### src/rtl/fir_decim_buffer.sv
// Decimating accumulator (sum of DECIM samples, shifted by log2(DECIM)) feeding a small output FIFO.
// Defining FIR_DECIM_ROUND_EN selects round-half-up instead of floor for the dump value.
module fir_decim_buffer #(
    parameter int DECIM      = 4,
    parameter int FIFO_DEPTH = 4
) (
    input  logic               system1000,
    input  logic               system1000_rstn,
    input  logic signed [15:0] in_data,
    input  logic               in_valid,
    output logic signed [15:0] out_data,
    output logic               out_valid,
    input  logic               out_ready,
    output logic               overflow,
    input  logic               clr_ovf
);

    localparam int SHIFT = $clog2(DECIM);
    localparam int AW    = 16 + SHIFT;
    localparam int PW    = (SHIFT == 0) ? 1 : SHIFT;
    localparam int PTRW  = $clog2(FIFO_DEPTH);
    localparam int CW    = $clog2(FIFO_DEPTH + 1);
`ifdef FIR_DECIM_ROUND_EN
    localparam int ROUND = (2 ** SHIFT) / 2;
`else
    localparam int ROUND = 0;
`endif

    logic signed [AW-1:0] acc_reg;
    logic [PW-1:0]        phase_reg;
    logic signed [AW-1:0] sum_next;
    logic signed [AW:0]   biased;
    logic signed [15:0]   dump;
    logic                 last;

    logic signed [15:0]   mem [FIFO_DEPTH];
    logic [PTRW-1:0]      wr_ptr_reg;
    logic [PTRW-1:0]      rd_ptr_reg;
    logic [CW-1:0]        count_reg;
    logic                 overflow_reg;

    logic full, empty, push, pop, wr_en, drop;

    // Sum never overflows AW bits; one extra bit absorbs the rounding offset.
    assign sum_next = acc_reg + AW'(in_data);
    assign biased   = (AW + 1)'(sum_next) + (AW + 1)'(ROUND);
    assign dump     = 16'(biased >>> SHIFT);
    assign last     = (phase_reg == PW'(DECIM - 1));

    assign full  = (count_reg == CW'(FIFO_DEPTH));
    assign empty = (count_reg == '0);
    assign push  = in_valid && last;
    assign pop   = !empty && out_ready;
    assign wr_en = push && (!full || pop);
    assign drop  = push && full && !pop;

    always_ff @(posedge system1000 or negedge system1000_rstn) begin
        if (!system1000_rstn) begin
            acc_reg   <= '0;
            phase_reg <= '0;
        end else if (in_valid) begin
            if (last) begin
                acc_reg   <= '0;
                phase_reg <= '0;
            end else begin
                acc_reg   <= sum_next;
                phase_reg <= phase_reg + PW'(1);
            end
        end
    end

    // Storage carries no reset; out_data is gated by the emptiness test instead.
    always_ff @(posedge system1000) begin
        if (wr_en) begin
            mem[wr_ptr_reg] <= dump;
        end
    end

    always_ff @(posedge system1000 or negedge system1000_rstn) begin
        if (!system1000_rstn) begin
            wr_ptr_reg   <= '0;
            rd_ptr_reg   <= '0;
            count_reg    <= '0;
            overflow_reg <= 1'b0;
        end else begin
            if (wr_en) begin
                wr_ptr_reg <= wr_ptr_reg + PTRW'(1);
            end
            if (pop) begin
                rd_ptr_reg <= rd_ptr_reg + PTRW'(1);
            end
            if (wr_en && !pop) begin
                count_reg <= count_reg + CW'(1);
            end else if (pop && !wr_en) begin
                count_reg <= count_reg - CW'(1);
            end
            // A drop outranks a simultaneous clear.
            if (drop) begin
                overflow_reg <= 1'b1;
            end else if (clr_ovf) begin
                overflow_reg <= 1'b0;
            end
        end
    end

    assign out_valid = !empty;
    assign out_data  = empty ? '0 : mem[rd_ptr_reg];
    assign overflow  = overflow_reg;

endmodule

### config.mk
export PLATFORM = sky130hd
export DESIGN_NAME = fir_decim_buffer
export DESIGN_NICKNAME = d
export VERILOG_FILES = /design/src/rtl/fir_decim_buffer.sv
export SDC_FILE = /design/constraint.sdc
export NUM_CORES = 1
export LEC_CHECK = 0
export ABC_AREA = 1
export CORE_ASPECT_RATIO = 1.5
export CORE_UTILIZATION = 55
export DETAILED_ROUTE_END_ITERATION = 8
export HOLD_SLACK_MARGIN = 0.12
export PLACE_DENSITY = 0.76
export SLEW_MARGIN = 25
export SYNTH_ARGS = -nofsm -noshare
export SYNTH_HDL_FRONTEND = slang
export SYNTH_SLANG_ARGS = --single-unit
### constraint.sdc
create_clock -name system1000 -period 2.75 [get_ports system1000]
set_input_delay 0.55 -clock system1000 [delete_from_list [all_inputs] [get_ports system1000]]
set_output_delay 0.55 -clock system1000 [all_outputs]
set_load 0.05 [all_outputs]
==> impl_results.html <==
<table>
<tr><th>Metric</th><th>Value</th></tr>
<tr><th colspan="2">Run status</th></tr>
<tr><td>Outcome</td><td>completed</td></tr>
<tr><th colspan="2">Clock tree</th></tr>
<tr><td>Post-CTS resize count</td><td>0</td></tr>
<tr><td>Total of hold buffers inserted after clock tree synthesis</td><td>0</td></tr>
<tr><td>Buffers inserted during post-CTS setup optimization</td><td>0</td></tr>
<tr><td>CTS Root Cell</td><td>clkbuf_16</td></tr>
<tr><td>Clock H-tree levels</td><td>3</td></tr>
<tr><td>Clock network latency to the later pin of the worst-skew pair</td><td>0.34 ns</td></tr>
<tr><td>Clock buffers created by TritonCTS</td><td>9</td></tr>
<tr><td>Clock transition at the registers of the reported paths</td><td>0.07 ns</td></tr>
<tr><td>Clock Sink Count</td><td>92</td></tr>
<tr><td>CTS tree</td><td>done</td></tr>
<tr><td>CTS Buffer Depth</td><td>2</td></tr>
<tr><th colspan="2">Layout</th></tr>
<tr><td>Final cell count without fillers</td><td>645</td></tr>
<tr><td>Number of nets in the layout</td><td>581</td></tr>
<tr><td>Number of diodes added for antenna fixing</td><td>0</td></tr>
<tr><td>Layout cell share with drive strength beyond 1</td><td>0.117</td></tr>
<tr><td>Max reg flops</td><td>64</td></tr>
<tr><td>Area growth from synthesis to layout</td><td>17.1%</td></tr>
<tr><th colspan="2">Floorplan</th></tr>
<tr><td>Total number of placement rows</td><td>40</td></tr>
<tr><td>Die area</td><td>8890 µm²</td></tr>
<tr><td>Placeable core region</td><td>8110 µm²</td></tr>
<tr><td>Initial cell density of the core</td><td>0.577</td></tr>
<tr><td>Die Span Y</td><td>115 µm</td></tr>
<tr><td>Number of top-level pins</td><td>39</td></tr>
<tr><td>Horizontal die dimension</td><td>77.3 µm</td></tr>
<tr><th colspan="2">Placed design</th></tr>
<tr><td># port buffers</td><td>38</td></tr>
<tr><td>Final HPWL from detailed placement</td><td>6820 µm</td></tr>
<tr><td>RD Place Congestion</td><td>0.932</td></tr>
<tr><td>Post-Place Cells</td><td>629</td></tr>
<tr><th colspan="2">Critical path</th></tr>
<tr><td>Crit Path Class</td><td>in2reg</td></tr>
<tr><td>Element type at the critical path end</td><td>flip-flop</td></tr>
<tr><td>Largest stage delay on the critical path</td><td>0.42 ns</td></tr>
<tr><td>Critical Path Fanout Max</td><td>4</td></tr>
<tr><td>Data required time at the worst endpoint</td><td>2.84 ns</td></tr>
<tr><td>Start point of the critical path</td><td>in_data[0]</td></tr>
<tr><td>Reg-to-reg critical path endpoint</td><td>mem[1][10]</td></tr>
<tr><td>Slowest cell on the critical path</td><td>fa_1</td></tr>
<tr><td>Number of cells on the worst reg-to-reg path</td><td>9</td></tr>
<tr><td>Critical path cell sequence</td><td>clkdlybuf4s50_1, ha_1, fa_1, nand3_1, nand2_2, nand2_1, nand2_2, a21oi_1, nand2_1, and2_1</td></tr>
<tr><td>Register-to-register setup slack</td><td>0.58 ns</td></tr>
<tr><td>End point of the critical path</td><td>mem[1][10]</td></tr>
<tr><td>Worst reg2reg path startpoint</td><td>acc_reg[0]</td></tr>
<tr><td>Startpoint type of the worst setup path</td><td>input pin</td></tr>
<tr><td>Arrival time at the worst endpoint</td><td>2.50 ns</td></tr>
<tr><th colspan="2">STA</th></tr>
<tr><td>Unrepaired setup endpoints after global routing</td><td>no</td></tr>
<tr><td>Final Max Slew Viols</td><td>0</td></tr>
<tr><td>Final worst-path cycle share</td><td>0.876</td></tr>
<tr><td>Number of hold violations in the final report</td><td>0</td></tr>
<tr><td>Final setup fails</td><td>0</td></tr>
<tr><td>Minimum clock period</td><td>2.41 ns</td></tr>
<tr><td>Transition at the pin with the smallest max-transition slack</td><td>0.490 ns</td></tr>
<tr><td>Sum Neg Setup Slack</td><td>0 ns</td></tr>
<tr><td>Slew margin rel.</td><td>0.672</td></tr>
<tr><td>Achievable clock frequency</td><td>0.415 GHz</td></tr>
<tr><td>Setup Skew</td><td>0.00599 ns</td></tr>
<tr><th colspan="2">Synthesis</th></tr>
<tr><td>Synth Net Count</td><td>534</td></tr>
<tr><td>Synth cell types</td><td>32</td></tr>
<tr><td>Main synth FF type</td><td>edfxtp_1</td></tr>
<tr><td>Number of flip-flops and latches in the synthesized netlist</td><td>92</td></tr>
<tr><td>Share of the synthesized area in the top cell type</td><td>0.411</td></tr>
<tr><td>Share of synthesized registers carrying an async set or reset</td><td>0.304</td></tr>
<tr><td>Post-synthesis sequential area ratio</td><td>0.560</td></tr>
<tr><td>Post-synth EDFFs</td><td>64</td></tr>
<tr><td>Mapped cell area</td><td>4680 µm²</td></tr>
<tr><td>Number of warning messages in the yosys log</td><td>0</td></tr>
<tr><td>Dominant cell type by area after synthesis</td><td>edfxtp_1</td></tr>
<tr><td>Cell count after synthesis</td><td>488</td></tr>
<tr><td>Dominant cells by area after synthesis</td><td>edfxtp_1 (41%), dfrtp_1 (15%), nand2_1 (7.2%)</td></tr>
<tr><td>Most instantiated cells after synthesis</td><td>nand2_1 (90), nor2_1 (81), edfxtp_1 (64)</td></tr>
<tr><td>Syn Area/Cell</td><td>9.59 µm²</td></tr>
<tr><td>Most frequent cell after synthesis</td><td>nand2_1</td></tr>
<tr><th colspan="2">GRT</th></tr>
<tr><td>Total gr overflow</td><td>0</td></tr>
<tr><td>Wire length of the first global-routing pass</td><td>16,100 µm</td></tr>
<tr><td>Pin count of the biggest net entering global routing</td><td>33</td></tr>
<tr><td>Via count of the first global-routing pass</td><td>3,503</td></tr>
<tr><td>Initial antenna violation count</td><td>0</td></tr>
<tr><td>Gr usage total</td><td>0.239</td></tr>
<tr><th colspan="2">Power and ir drop</th></tr>
<tr><td>Peak VDD IR</td><td>0.000808 V</td></tr>
<tr><td>Leakage component of the power</td><td>2.33 nW</td></tr>
<tr><td>Power per unit of standard cell area</td><td>1300 nW/µm²</td></tr>
<tr><th colspan="2">Route</th></tr>
<tr><td>Initial DRT Pass Iterations</td><td>5</td></tr>
<tr><td>Vias</td><td>3,409</td></tr>
<tr><td>Count of nets left with antenna violations after detail routing</td><td>0</td></tr>
<tr><td>Total Wirelength</td><td>9540 µm</td></tr>
<tr><td>Residual DRC</td><td>0</td></tr>
<tr><td>Drt wl/cell</td><td>14.8 µm</td></tr>
<tr><td>Via/cell ratio</td><td>5.29</td></tr>
<tr><td>First DRT Iteration DRCs</td><td>192</td></tr>
<tr><th colspan="2">Worst hold path</th></tr>
<tr><td>Cell depth of the worst min-delay path</td><td>2</td></tr>
<tr><td>Worst min path class</td><td>reg2reg</td></tr>
<tr><th colspan="2">Flow run</th></tr>
<tr><td>Max-cap viol count</td><td>0</td></tr>
</table>
[critical path: cells and delay by family]
family                     cells  cell delay [ns]
AOI/OAI and AO/OA              1             0.18
adders and majority gates      2             0.66
buffers and inverters          1             0.41
and+or+nand+nor                6             0.68
[layout make-up]
type	count	area, µm²
clock inverter	7	83.8
multi-input combinational	342	1840
clock buffer	9	225
timing repair buffer	50	430
inverter	40	150
tap	105	131
fill	663	2630
sequential	92	2620
[where the power goes]
| part | total, mW | internal [mW] | switching [mW] |
|---|---|---|---|
| clock | 1.26 | 0.720 | 0.541 |
| combinational | 3.67 | 1.19 | 2.49 |
| sequential | 2.19 | 2.04 | 0.150 |
[cells by family (layout without fill, tap and decap cells)]
| group | Yosys count | count (layout) | synth area share |
|---|---|---|---|
| AOI/OAI and AO/OA | 85 | 85 | 0.0986 |
| muxes | 1 | 1 | 0.00241 |
| xor gates and xnor gates | 12 | 12 | 0.0225 |
| and+or+nand+nor | 219 | 219 | 0.199 |
| DFF | 92 | 92 | 0.560 |
| adders and majority gates | 25 | 25 | 0.0700 |
| buffers and inverters | 54 | 106 | 0.0468 |
[routing by layer]
metal	up-vias	routed length, µm	part of all wire	track usage
met5	-	0	0	0
met4	0	154	0.016	0.0918
met3	11	392	0.041	0.0468
met2	77	5340	0.56	0.442
met1	1592	3660	0.38	0.271
li1	1729	-	-	-
[worst min-delay path by stage]
stage	from	to	slack [ns]
after floorplan	system1000_rstn	acc_reg[0]	0.25
after global placement	phase_reg[1]	phase_reg[1]	0.46
after detailed placement	phase_reg[1]	phase_reg[1]	0.47
after CTS	phase_reg[1]	phase_reg[1]	0.48
after global routing	acc_reg[9]	acc_reg[9]	0.52
final	phase_reg[1]	phase_reg[1]	0.48
[metrics by stage]
stage	hold WS (ns)	cell area (µm²)	utilization	setup WS, ns	power [mW]
6_report	0.479	5480	0.676	0.340	7.13
5_1_grt	0.516	5480	0.676	0.250	7.63
4_1_cts	0.484	5480	0.676	0.375	7.15
3_5_place_dp	0.469	5170	0.638	0.0605	5.89
3_3_place_gp	0.458	5170	0.638	0.122	5.76
2_1_floorplan	0.254	4680	-	0.0966	4.91
[cell usage in the layout (no fill, tap or decap), types with 4 or more instances in the layout]
cell             count
nand3_1             19
nand2_2              6
edfxtp_1            64
o21ai_1              4
xor2_1               8
clkdlybuf4s50_1     22
and2_1              10
a22o_1               5
clkbuf_16            9
dfrtp_1             28
nor2_1              81
inv_1               36
ha_1                23
xnor2_1              4
nand3b_1             5
buf_4               28
a21oi_2              4
nand2_1             90
o21ai_0             39
a21oi_1             31
Note: power is estimated with default switching activity, not from simulation.
